[config.mk]
export PLATFORM = sky130hd
export DESIGN_NAME = mul_div_unit
export DESIGN_NICKNAME = d
export VERILOG_FILES = /design/src/rtl/mul_div_unit_pkg.sv /design/src/rtl/mul_div_unit_div_core.sv /design/src/rtl/mul_div_unit.sv
export SDC_FILE = /design/constraint.sdc
export NUM_CORES = 1
export LEC_CHECK = 0
export ABC_AREA = 1
export BUFFER_PORTS_ARGS = -buffer_cell sky130_fd_sc_hd__buf_2
export CAP_MARGIN = 20
export CORE_ASPECT_RATIO = 0.8
export CORE_MARGIN = 4
export CORE_UTILIZATION = 50
export DETAILED_ROUTE_END_ITERATION = 8
export PLACE_DENSITY = 0.68
export SLEW_MARGIN = 40
export SYNTH_ARGS = -nofsm -noshare
export SYNTH_HDL_FRONTEND = slang
export SYNTH_HIERARCHICAL = 1
export SYNTH_SLANG_ARGS = --single-unit
[constraint.sdc]
create_clock -name clk -period 5.9 [get_ports clk]
set_input_delay 0.59 -clock clk [delete_from_list [all_inputs] [get_ports clk]]
set_output_delay 0.59 -clock clk [all_outputs]
set_load 0.01 [all_outputs]
[src/rtl/mul_div_unit_pkg.sv]
// Shared definitions for the multiply/divide unit: op codes, FSM states, constants.
// Latency: n/a (definitions only).
// Backpressure: n/a.
package mul_div_unit_pkg;

    // Operation codes presented on op; 110/111 are illegal and complete as no-ops.
    localparam logic [2:0] MDU_OP_MULT  = 3'b000;
    localparam logic [2:0] MDU_OP_MULTU = 3'b001;
    localparam logic [2:0] MDU_OP_DIV   = 3'b010;
    localparam logic [2:0] MDU_OP_DIVU  = 3'b011;
    localparam logic [2:0] MDU_OP_MTHI  = 3'b100;
    localparam logic [2:0] MDU_OP_MTLO  = 3'b101;

    // Quotient reported for any divide by zero.
    localparam logic [31:0] DIV_ZERO_QUOT = 32'hFFFF_FFFF;

    typedef enum logic [1:0] {
        IDLE = 2'd0,
        RUN  = 2'd1,
        FIX  = 2'd2,
        DONE = 2'd3
    } mdu_state_t;

    // Two's-complement negate.
    function automatic logic [31:0] f_neg(input logic [31:0] v);
        return ~v + 32'd1;
    endfunction

    // Magnitude of v when treated as signed (en=1), otherwise v unchanged.
    function automatic logic [31:0] f_abs(input logic [31:0] v, input logic en);
        return (en && v[31]) ? f_neg(v) : v;
    endfunction

endpackage

[src/rtl/mul_div_unit_div_core.sv]
// Unsigned restoring divider datapath: one quotient bit per i_step, sequenced by the parent.
// Latency: 32 steps after i_load; o_quot/o_rem valid once the parent has issued all steps.
// Backpressure: none; the parent holds i_divisor stable and owns all sequencing.
//
// Ports: clk/rst (async active-high), i_load (capture dividend, clear remainder),
//        i_step (one restoring step), i_dividend, i_divisor, o_quot, o_rem.
module div_core #(
    parameter int DATA_WIDTH = 32
) (
    input  logic                  clk,
    input  logic                  rst,
    input  logic                  i_load,
    input  logic                  i_step,
    input  logic [DATA_WIDTH-1:0] i_dividend,
    input  logic [DATA_WIDTH-1:0] i_divisor,
    output logic [DATA_WIDTH-1:0] o_quot,
    output logic [DATA_WIDTH-1:0] o_rem
);

    logic [DATA_WIDTH-1:0] r_rem;
    logic [DATA_WIDTH-1:0] r_quo;
    logic [DATA_WIDTH:0]   w_shift;
    logic                  w_ge;

    // Partial remainder shifted left with the next dividend bit, which is taken
    // from the top of the quotient register as it shifts the dividend out.
    assign w_shift = {r_rem, r_quo[DATA_WIDTH-1]};
    assign w_ge    = (w_shift >= {1'b0, i_divisor});

    always_ff @(posedge clk or posedge rst) begin
        if (rst) begin
            r_rem <= '0;
            r_quo <= '0;
        end else if (i_load) begin
            r_rem <= '0;
            r_quo <= i_dividend;
        end else if (i_step) begin
            // Remainder after a successful subtract is always below the divisor,
            // so a DATA_WIDTH-bit subtraction is exact.
            r_rem <= w_ge ? (w_shift[DATA_WIDTH-1:0] - i_divisor) : w_shift[DATA_WIDTH-1:0];
            r_quo <= {r_quo[DATA_WIDTH-2:0], w_ge};
        end
    end

    assign o_quot = r_quo;
    assign o_rem  = r_rem;

endmodule

[src/rtl/mul_div_unit.sv]
// Multi-cycle MULT/MULTU/DIV/DIVU/MTHI/MTLO unit owning HI/LO; HI/LO are always visible.
// Latency: mul/div done after edge 34 from accept (edge 1); MTHI/MTLO/illegal after edge 1.
// Backpressure: req_ready only in IDLE without flush; flush aborts in flight, HI/LO untouched.
//
// Ports: clk, rst (async active-high), req_valid/req_ready handshake, op, src_a, src_b,
//        flush, busy, done (one-cycle pulse), hi, lo.
// Build option: MDU_FAST_MULT_EN -> MULT/MULTU use a native single-cycle multiply
//        and finish after edge 1; otherwise a 32-cycle shift-add with no multiply operator.
module mul_div_unit
    import mul_div_unit_pkg::*;
#(
    parameter int DATA_WIDTH = 32,
    parameter int ITER_CNT_W = 5
) (
    input  logic                  clk,
    input  logic                  rst,
    input  logic                  req_valid,
    output logic                  req_ready,
    input  logic [2:0]            op,
    input  logic [DATA_WIDTH-1:0] src_a,
    input  logic [DATA_WIDTH-1:0] src_b,
    input  logic                  flush,
    output logic                  busy,
    output logic                  done,
    output logic [DATA_WIDTH-1:0] hi,
    output logic [DATA_WIDTH-1:0] lo
);

`ifdef MDU_FAST_MULT_EN
    localparam bit FAST_MULT = 1'b1;
`else
    localparam bit FAST_MULT = 1'b0;
`endif

    mdu_state_t r_state;
    mdu_state_t w_state_nxt;

    logic [ITER_CNT_W-1:0]   r_cnt;
    logic                    r_is_div;
    logic                    r_neg_res;
    logic                    r_neg_rem;
    logic                    r_div_zero;
    logic [DATA_WIDTH-1:0]   r_opnd;      // |a| as multiplicand, or |b| as divisor
    logic [DATA_WIDTH-1:0]   r_prod_hi;
    logic [DATA_WIDTH-1:0]   r_prod_lo;   // starts as |b|, multiplier bits consumed from bit 0
    logic [DATA_WIDTH-1:0]   r_hi;
    logic [DATA_WIDTH-1:0]   r_lo;

    logic                    w_accept;
    logic                    w_is_mul;
    logic                    w_is_div;
    logic                    w_signed;
    logic [DATA_WIDTH-1:0]   w_abs_a;
    logic [DATA_WIDTH-1:0]   w_abs_b;
    logic [DATA_WIDTH:0]     w_mul_sum;
    logic [2*DATA_WIDTH-1:0] w_prod;
    logic [2*DATA_WIDTH-1:0] w_prod_fix;
    logic [DATA_WIDTH-1:0]   w_quot;
    logic [DATA_WIDTH-1:0]   w_rem;
    logic [DATA_WIDTH-1:0]   w_quot_fix;
    logic [DATA_WIDTH-1:0]   w_rem_fix;

    assign req_ready = (r_state == IDLE) && !flush && !rst;
    assign busy      = (r_state != IDLE);
    assign done      = (r_state == DONE) && !flush;
    assign hi        = r_hi;
    assign lo        = r_lo;

    assign w_accept = req_valid && req_ready;
    assign w_is_mul = (op == MDU_OP_MULT) || (op == MDU_OP_MULTU);
    assign w_is_div = (op == MDU_OP_DIV)  || (op == MDU_OP_DIVU);
    assign w_signed = (op == MDU_OP_MULT) || (op == MDU_OP_DIV);
    assign w_abs_a  = f_abs(src_a, w_signed);
    assign w_abs_b  = f_abs(src_b, w_signed);

    // Shift-add step: add the multiplicand when the current multiplier bit is set,
    // then shift the 65-bit {carry, hi, lo} right by one.
    assign w_mul_sum = {1'b0, r_prod_hi} + (r_prod_lo[0] ? {1'b0, r_opnd} : '0);

    assign w_prod     = {r_prod_hi, r_prod_lo};
    assign w_prod_fix = r_neg_res ? (~w_prod + 64'd1) : w_prod;
    // Negating |a| as the remainder restores src_a itself, so divide-by-zero
    // naturally leaves hi = src_a; only the quotient needs overriding.
    assign w_quot_fix = r_div_zero ? DIV_ZERO_QUOT : (r_neg_res ? f_neg(w_quot) : w_quot);
    assign w_rem_fix  = r_neg_rem ? f_neg(w_rem) : w_rem;

    div_core #(
        .DATA_WIDTH (DATA_WIDTH)
    ) u_div_core (
        .clk        (clk),
        .rst        (rst),
        .i_load     (w_accept && w_is_div),
        .i_step     ((r_state == RUN) && r_is_div),
        .i_dividend (w_abs_a),
        .i_divisor  (r_opnd),
        .o_quot     (w_quot),
        .o_rem      (w_rem)
    );

    always_ff @(posedge clk or posedge rst) begin
        if (rst) begin
            r_state <= IDLE;
        end else begin
            r_state <= w_state_nxt;
        end
    end

    always_comb begin
        w_state_nxt = r_state;
        case (r_state)
            IDLE: begin
                if (w_accept) begin
                    if (w_is_div || (w_is_mul && !FAST_MULT)) begin
                        w_state_nxt = RUN;
                    end else begin
                        w_state_nxt = DONE;
                    end
                end
            end
            RUN: begin
                if (r_cnt == {ITER_CNT_W{1'b1}}) begin
                    w_state_nxt = FIX;
                end
            end
            FIX:     w_state_nxt = DONE;
            DONE:    w_state_nxt = IDLE;
            default: w_state_nxt = IDLE;
        endcase
        if (flush && (r_state != IDLE)) begin
            w_state_nxt = IDLE;
        end
    end

    always_ff @(posedge clk or posedge rst) begin
        if (rst) begin
            r_cnt      <= '0;
            r_is_div   <= 1'b0;
            r_neg_res  <= 1'b0;
            r_neg_rem  <= 1'b0;
            r_div_zero <= 1'b0;
            r_opnd     <= '0;
            r_prod_hi  <= '0;
            r_prod_lo  <= '0;
            r_hi       <= '0;
            r_lo       <= '0;
        end else begin
            case (r_state)
                IDLE: begin
                    if (w_accept) begin
                        r_cnt      <= '0;
                        r_is_div   <= w_is_div;
                        r_neg_res  <= w_signed && (src_a[DATA_WIDTH-1] ^ src_b[DATA_WIDTH-1]);
                        r_neg_rem  <= w_signed && src_a[DATA_WIDTH-1];
                        r_div_zero <= (src_b == '0);
                        r_opnd     <= w_is_div ? w_abs_b : w_abs_a;
                        r_prod_hi  <= '0;
                        r_prod_lo  <= w_abs_b;
                        if (op == MDU_OP_MTHI) begin
                            r_hi <= src_a;
                        end
                        if (op == MDU_OP_MTLO) begin
                            r_lo <= src_a;
                        end
`ifdef MDU_FAST_MULT_EN
                        if (w_is_mul) begin
                            {r_hi, r_lo} <= {{DATA_WIDTH{w_signed && src_a[DATA_WIDTH-1]}}, src_a}
                                          * {{DATA_WIDTH{w_signed && src_b[DATA_WIDTH-1]}}, src_b};
                        end
`endif
                    end
                end
                RUN: begin
                    if (!flush) begin
                        r_cnt <= r_cnt + 1'b1;
                        if (!r_is_div) begin
                            r_prod_hi <= w_mul_sum[DATA_WIDTH:1];
                            r_prod_lo <= {w_mul_sum[0], r_prod_lo[DATA_WIDTH-1:1]};
                        end
                    end
                end
                FIX: begin
                    // Results land on the edge entering DONE so hi/lo match the done pulse.
                    if (!flush) begin
                        if (r_is_div) begin
                            r_hi <= w_rem_fix;
                            r_lo <= w_quot_fix;
                        end else begin
                            r_hi <= w_prod_fix[2*DATA_WIDTH-1:DATA_WIDTH];
                            r_lo <= w_prod_fix[DATA_WIDTH-1:0];
                        end
                    end
                end
                default: begin
                end
            endcase
        end
    end

endmodule
After elaboration in Yosys (flattened, before gate mapping)
Index checks and enable logic that the tools add are counted.
{"block": "totals", "ff_bits": 235}
{"block": "classes", "addsub": 8, "n_lt_le_gt_ge": 1, "eq_ne": 17, "mux": 39, "bitwise": 6, "n_reduce_logical": 29}
{"op": "$mux 32", "count": 26}
{"op": "$pmux 32 s2", "count": 4}
{"op": "$add 32x1->32 const B", "count": 4}
{"op": "$not 32->32", "count": 4}
{"op": "$add 64x1->64 const B", "count": 1}
{"op": "$mux 64", "count": 1}
{"op": "$not 64->64", "count": 1}
{"op": "$add 32x32->33", "count": 1}
{"op": "$ge 33x32->1", "count": 1}
{"op": "$logic_not 32->1", "count": 1}
{"op": "$sub 32x32->32", "count": 1}
{"op": "$reduce_and 4->1", "count": 3}
{"op": "$logic_and 1x1->1", "count": 10}
{"op": "$mux 5", "count": 2}
{"op": "$pmux 5 s2", "count": 1}
{"op": "$mux 2", "count": 4}
{"op": "$ne 2x2->1 const B", "count": 4}
{"op": "$pmux 2 s4", "count": 1}
{"op": "$reduce_bool 2->1", "count": 4}
{"op": "$eq 3x2->1 const B", "count": 2}
{"op": "$eq 3x3->1 const B", "count": 2}
{"op": "$add 5x1->5 const B", "count": 1}
{"op": "$eq 5x5->1 const B", "count": 1}
{"op": "$eq 2x2->1 const B", "count": 2}
{"op": "other kinds (12)", "count": 18}

Depth between registers and ports, before layout
{"block": "logic_depth", "word_depth": 7, "depth_mapped": 18, "depth_no_buf": 16}

Modules after synthesis
The synthesis kept the hierarchy.
{"module": "mul_div_unit", "n_inst": 1, "cells_each": 2712, "area_per_inst_um2": 16340.7}
{"module": "div_core", "n_inst": 1, "cells_each": 931, "area_per_inst_um2": 5726.7}

Least setup slack after synthesis
No wires, ideal clock.
{"block": "synth_path", "kind": "flip-flop to flip-flop", "start": "register r_state[0]", "end": "register u_div_core.r_quo[10], in the netlist u_div_core/o_quot[10]", "arrival_ns": 2.495, "path_slack_ns": 3.270, "path_stages_with_launch": 17, "n_path_buf": 5, "period_less_slack_ns": 2.630, "cell_sequence": "dfrtp_1 > inv_1 > ha_1 > buf_4 > inv_4 > nor3_4 > nand2_4 > inv_1 > nand2_1 > inv_1 > buf_2 > buf_2 > nor2_1 > buf_2 > clkinv_1 > clkbuf_1 > o211ai_1"}
{"block": "synth_via", "elab_chain_cells": 6}
{"element": "from (decl)", "line": "mul_div_unit.sv:35", "rtl": "mdu_state_t r_state;"}
{"element": "from (signal assigned)", "line": "mul_div_unit.sv:104", "rtl": "r_state <= w_state_nxt;"}
{"element": "$logic_not 2->1 *", "line": "mul_div_unit.sv:63", "rtl": "assign req_ready = (r_state == IDLE) && !flush && !rst;"}
{"element": "$logic_and 1x1->1 * (2 in series)", "line": "mul_div_unit.sv:63"}
{"element": "named net req_ready", "line": "mul_div_unit.sv:18", "rtl": "output logic req_ready,"}
{"element": "$logic_and 1x1->1 *", "line": "mul_div_unit.sv:69", "rtl": "assign w_accept = req_valid && req_ready;"}
{"element": "$logic_and 1x1->1 *", "line": "mul_div_unit.sv:92", "rtl": ".i_load (w_accept && w_is_div),"}
{"element": "$mux 32 / $reduce_bool 2->1 (equally long branches)"}
{"element": "to (signal assigned)", "line": "mul_div_unit_div_core.sv:36", "rtl": "r_quo <= i_dividend;"}
{"element": "to (signal assigned)", "line": "mul_div_unit_div_core.sv:41", "rtl": "r_quo <= {r_quo[DATA_WIDTH-2:0], w_ge};"}
{"element": "to (decl)", "line": "mul_div_unit_div_core.sv:21", "rtl": "logic [DATA_WIDTH-1:0] r_quo;"}
Mark *: on every way through the listed nets, which the timed path passes. The rest lies on a longest branch.
A chain may end at the register's enable or synchronous reset.

Worst setup path in the final report
{"block": "layout_path", "start": "register r_state[0]", "end": "register r_lo[22], in the netlist lo[22]"}
{"block": "layout_via", "elab_chain_cells": 6}
{"element": "$logic_not 2->1", "line": "mul_div_unit.sv:63, mul_div_unit.sv:147"}
{"element": "$logic_and 1x1->1 (2 in series)", "line": "mul_div_unit.sv:63"}
{"element": "$logic_and 1x1->1", "line": "mul_div_unit.sv:69"}
{"element": "$ne 2x2->1 (no line)"}
{"element": "$reduce_and 4->1 (no line)"}
{"element": "to (signal assigned)", "line": "mul_div_unit.sv:162", "rtl": "r_lo <= src_a;"}
{"element": "to (signal assigned)", "line": "mul_div_unit.sv:186", "rtl": "r_lo <= w_quot_fix;"}
{"element": "to (signal assigned)", "line": "mul_div_unit.sv:189", "rtl": "r_lo <= w_prod_fix[DATA_WIDTH-1:0];"}
{"element": "to (decl)", "line": "mul_div_unit.sv:47", "rtl": "logic [DATA_WIDTH-1:0] r_lo;"}
Several ways; a longest one is shown, not always the timed one.

==> flow_metrics.tcl <==
set metrics [dict create \
    status "finished, final reports clean" \
    hold_buffers 0 \
    synth_ff_type "dfrtp_1" \
    initialDrtViolationCount 3516 \
    ys_ff_latch 235 \
    post_cts_buffers 0 \
    netlist_area_mm2 0.0221 \
    tightest_slew_ns 0.929 \
    crit-reg2reg-launch "r_state[0]" \
    postSynthCellCount 3643 \
    drc 0 \
    core_mm2 0.0434 \
    slew-limit-headroom_pct 37.4 \
    viasPerCell 5.86 \
    hold_violations 0 \
    fill_cells 4484 \
    worstPathArrival_ns 4.05 \
    overflow 0 \
    min_path_type "in2async" \
    clk_latency_ns 0.58 \
    startpoint "r_state[0]" \
    finalSetupViolCount 0 \
    cp_max_fo 36 \
    grt_max_degree 97 \
    startpoint_type "flip-flop" \
    routedWlPerCell_um 22.3 \
    dp_hpwl_um 77300 \
    ys_seq_area_share_pct 26.6 \
    fp.dieH_um 196 \
    nets 3861 \
    gp_congestion 1.07 \
    slew_viol_final 0 \
    routed_wl_um 95700 \
    cts_tree "done" \
    vdd_drop_max_mv 0.329 \
    r2r-end "lo[22]" \
    die_area_mm2 0.0476 \
    rsz0062_at_grt "false" \
    cts_buffers 27 \
    grtUsageTotal_pct 38.7 \
    synth_cell_types 57 \
    tns_ns 0 \
    drive_gt1_share_pct 8.18 \
    endpoint "lo[22]" \
    grt_pass1_vias 21900 \
    timing_worst_setup_path_type "reg2reg" \
    ys.warnings.count 6 \
    r2r_cells 9 \
    period_share_pct 61.1 \
    antenna_found_initial 5 \
    grt_pass1_wl_um 140000 \
    portBuffers 137 \
    cp.required_ns 6.34 \
    fin_util_pct 55.2 \
    finClkSkew_ns 0.0376 \
    syn_area_per_cell_um2 6.06 \
    syn_nets 3791 \
    vias 25200 \
    area_growth_syn_to_layout_pct 8.56 \
    leakagePower_nw 12.6 \
    antenna_violating_nets_post_route 0 \
    cts.htree.levels 1 \
    cts-resized-gates 0 \
    reg2reg_slack_ns 2.30 \
    dr.pass1.iters 7 \
    synth-edff-count 0 \
    ys_async_sr_fraction_pct 100 \
    cts_root_buf "clkbuf_16" \
    clkTransAtPathRegs_ns 0.06 \
    initial_core_util_pct 50.9 \
    placementRows 68 \
    numClockSinks 235 \
    critPathCaptureType "flip-flop" \
    fin_crit_ns 3.60 \
    hold_ws_ns 0.168 \
    cts_buffer_depth 3 \
    ios 138 \
    drv_cap 0 \
    p_per_area_mw_per_mm2 665 \
    chipWidth_um 243 \
    timing.fmax_ghz 0.278 \
]
==> metrics by stage <==
stage	power, mW	setup WS (ns)	area, um^2	instances
6_report	15.9	2.30	24000	4294
2_1_floorplan	10.4	0.678	22100	3643
5_1_grt	17.0	2.18	23900	4291
3_5_place_dp	13.7	2.44	23100	4244
4_1_cts	15.4	2.45	23900	4290
3_3_place_gp	13.7	2.20	23000	4242
==> final cells by class <==
class	instances	area [um^2]	share of cell area (%)
Timing Repair Buffer	158	883	3.69
Sequential cell	235	5880	24.6
Tap cell	560	701	2.92
Clock inverter	11	113	0.470
Multi-Input combinational cell	2752	13600	56.7
Antenna cell	4	10.0	0.0418
Clock buffer	35	736	3.07
Inverter	539	2040	8.50
==> kinds of logic (layout without fill, tap and decap cells) <==
family	after synthesis	after routing	share of synthesized area, %
buffers and inverters	656	743	11.8
other	0	4	0
XOR/XNOR	73	73	2.90
adder cells (fa/ha/maj)	77	77	4.43
AO/OA/AOI/OAI	545	545	14.9
AND/OR/NAND/NOR	2057	2057	39.3
flip-flops	235	235	26.6
==> Yosys cell counts (all sizes together), types with 48 or more instances <==
master / number / area, um^2
nand3: 363 / 1840
nor2: 449 / 1750
xor2: 58 / 508
buf: 54 / 344
a21oi: 158 / 810
inv: 534 / 2010
ha: 75 / 938
nand4: 48 / 300
nand2: 1117 / 4260
dfrtp: 235 / 5880
o21ai: 218 / 1110
clkbuf: 63 / 236
==> critical path: stages, from the launching register on <==
cell      delay, ns
dfrtp_1        0.40
inv_1          0.11
ha_2           0.53
inv_1          0.50
o21ai_2        0.27
inv_2          0.06
nand2_2        0.59
inv_2          0.46
or2_2          0.41
a21boi_1       0.13
==> how the worst min path moves through the flow <==
stage / depth (start not counted) / to / slack, ns
finish: 3 / r_state[1] / 0.17
global route: 3 / r_state[1] / 0.21
CTS: 3 / r_state[1] / 0.20
detailed placement: 2 / hi[7] / 0.47
global placement: 2 / hi[7] / 0.46
floorplan: 1 / r_cnt[4] / 0.47
==> placed cells by master, fill, tap and decap left out, types with 27 or more instances in the layout <==
cell / instances
nand2_1: 1099
a21boi_1: 28
o21ai_1: 41
nand3_1: 360
a21oi_1: 153
dfrtp_1: 233
inv_1: 520
nand4_1: 48
ha_1: 74
clkbuf_16: 27
nor2_1: 427
o21ai_0: 171
buf_2: 137
xor2_1: 58
==> metal layers <==
metal | up-vias | wire [um] | GRT usage [%]
met2 | 1681 | 34600 | 49.4
met5 | - | 0 | 0
li1 | 11800 | - | -
met1 | 11500 | 41600 | 59.1
met3 | 175 | 15700 | 14.2
met4 | 0 | 3840 | 12.6
==> power breakdown <==
part / leakage [nW] / internal (mW) / switching, mW / total [mW]
logic: 9.33 / 3.30 / 7.29 / 10.6
clock network: 0.425 / 0.961 / 0.743 / 1.70
registers: 2.86 / 2.36 / 1.27 / 3.64
==> state kept, by name, summed over array words and instances (netlist names) <==
register	flops
r_prod_lo	32
r_neg_res	1
u_div_core/o_quot	32
r_opnd	32
hi	32
u_div_core/o_rem	32
r_is_div	1
lo	32
r_cnt	5
r_neg_rem	1
r_div_zero	1
r_state	2
r_prod_hi	32
No activity file was read; power rests on OpenSTA's default activity.
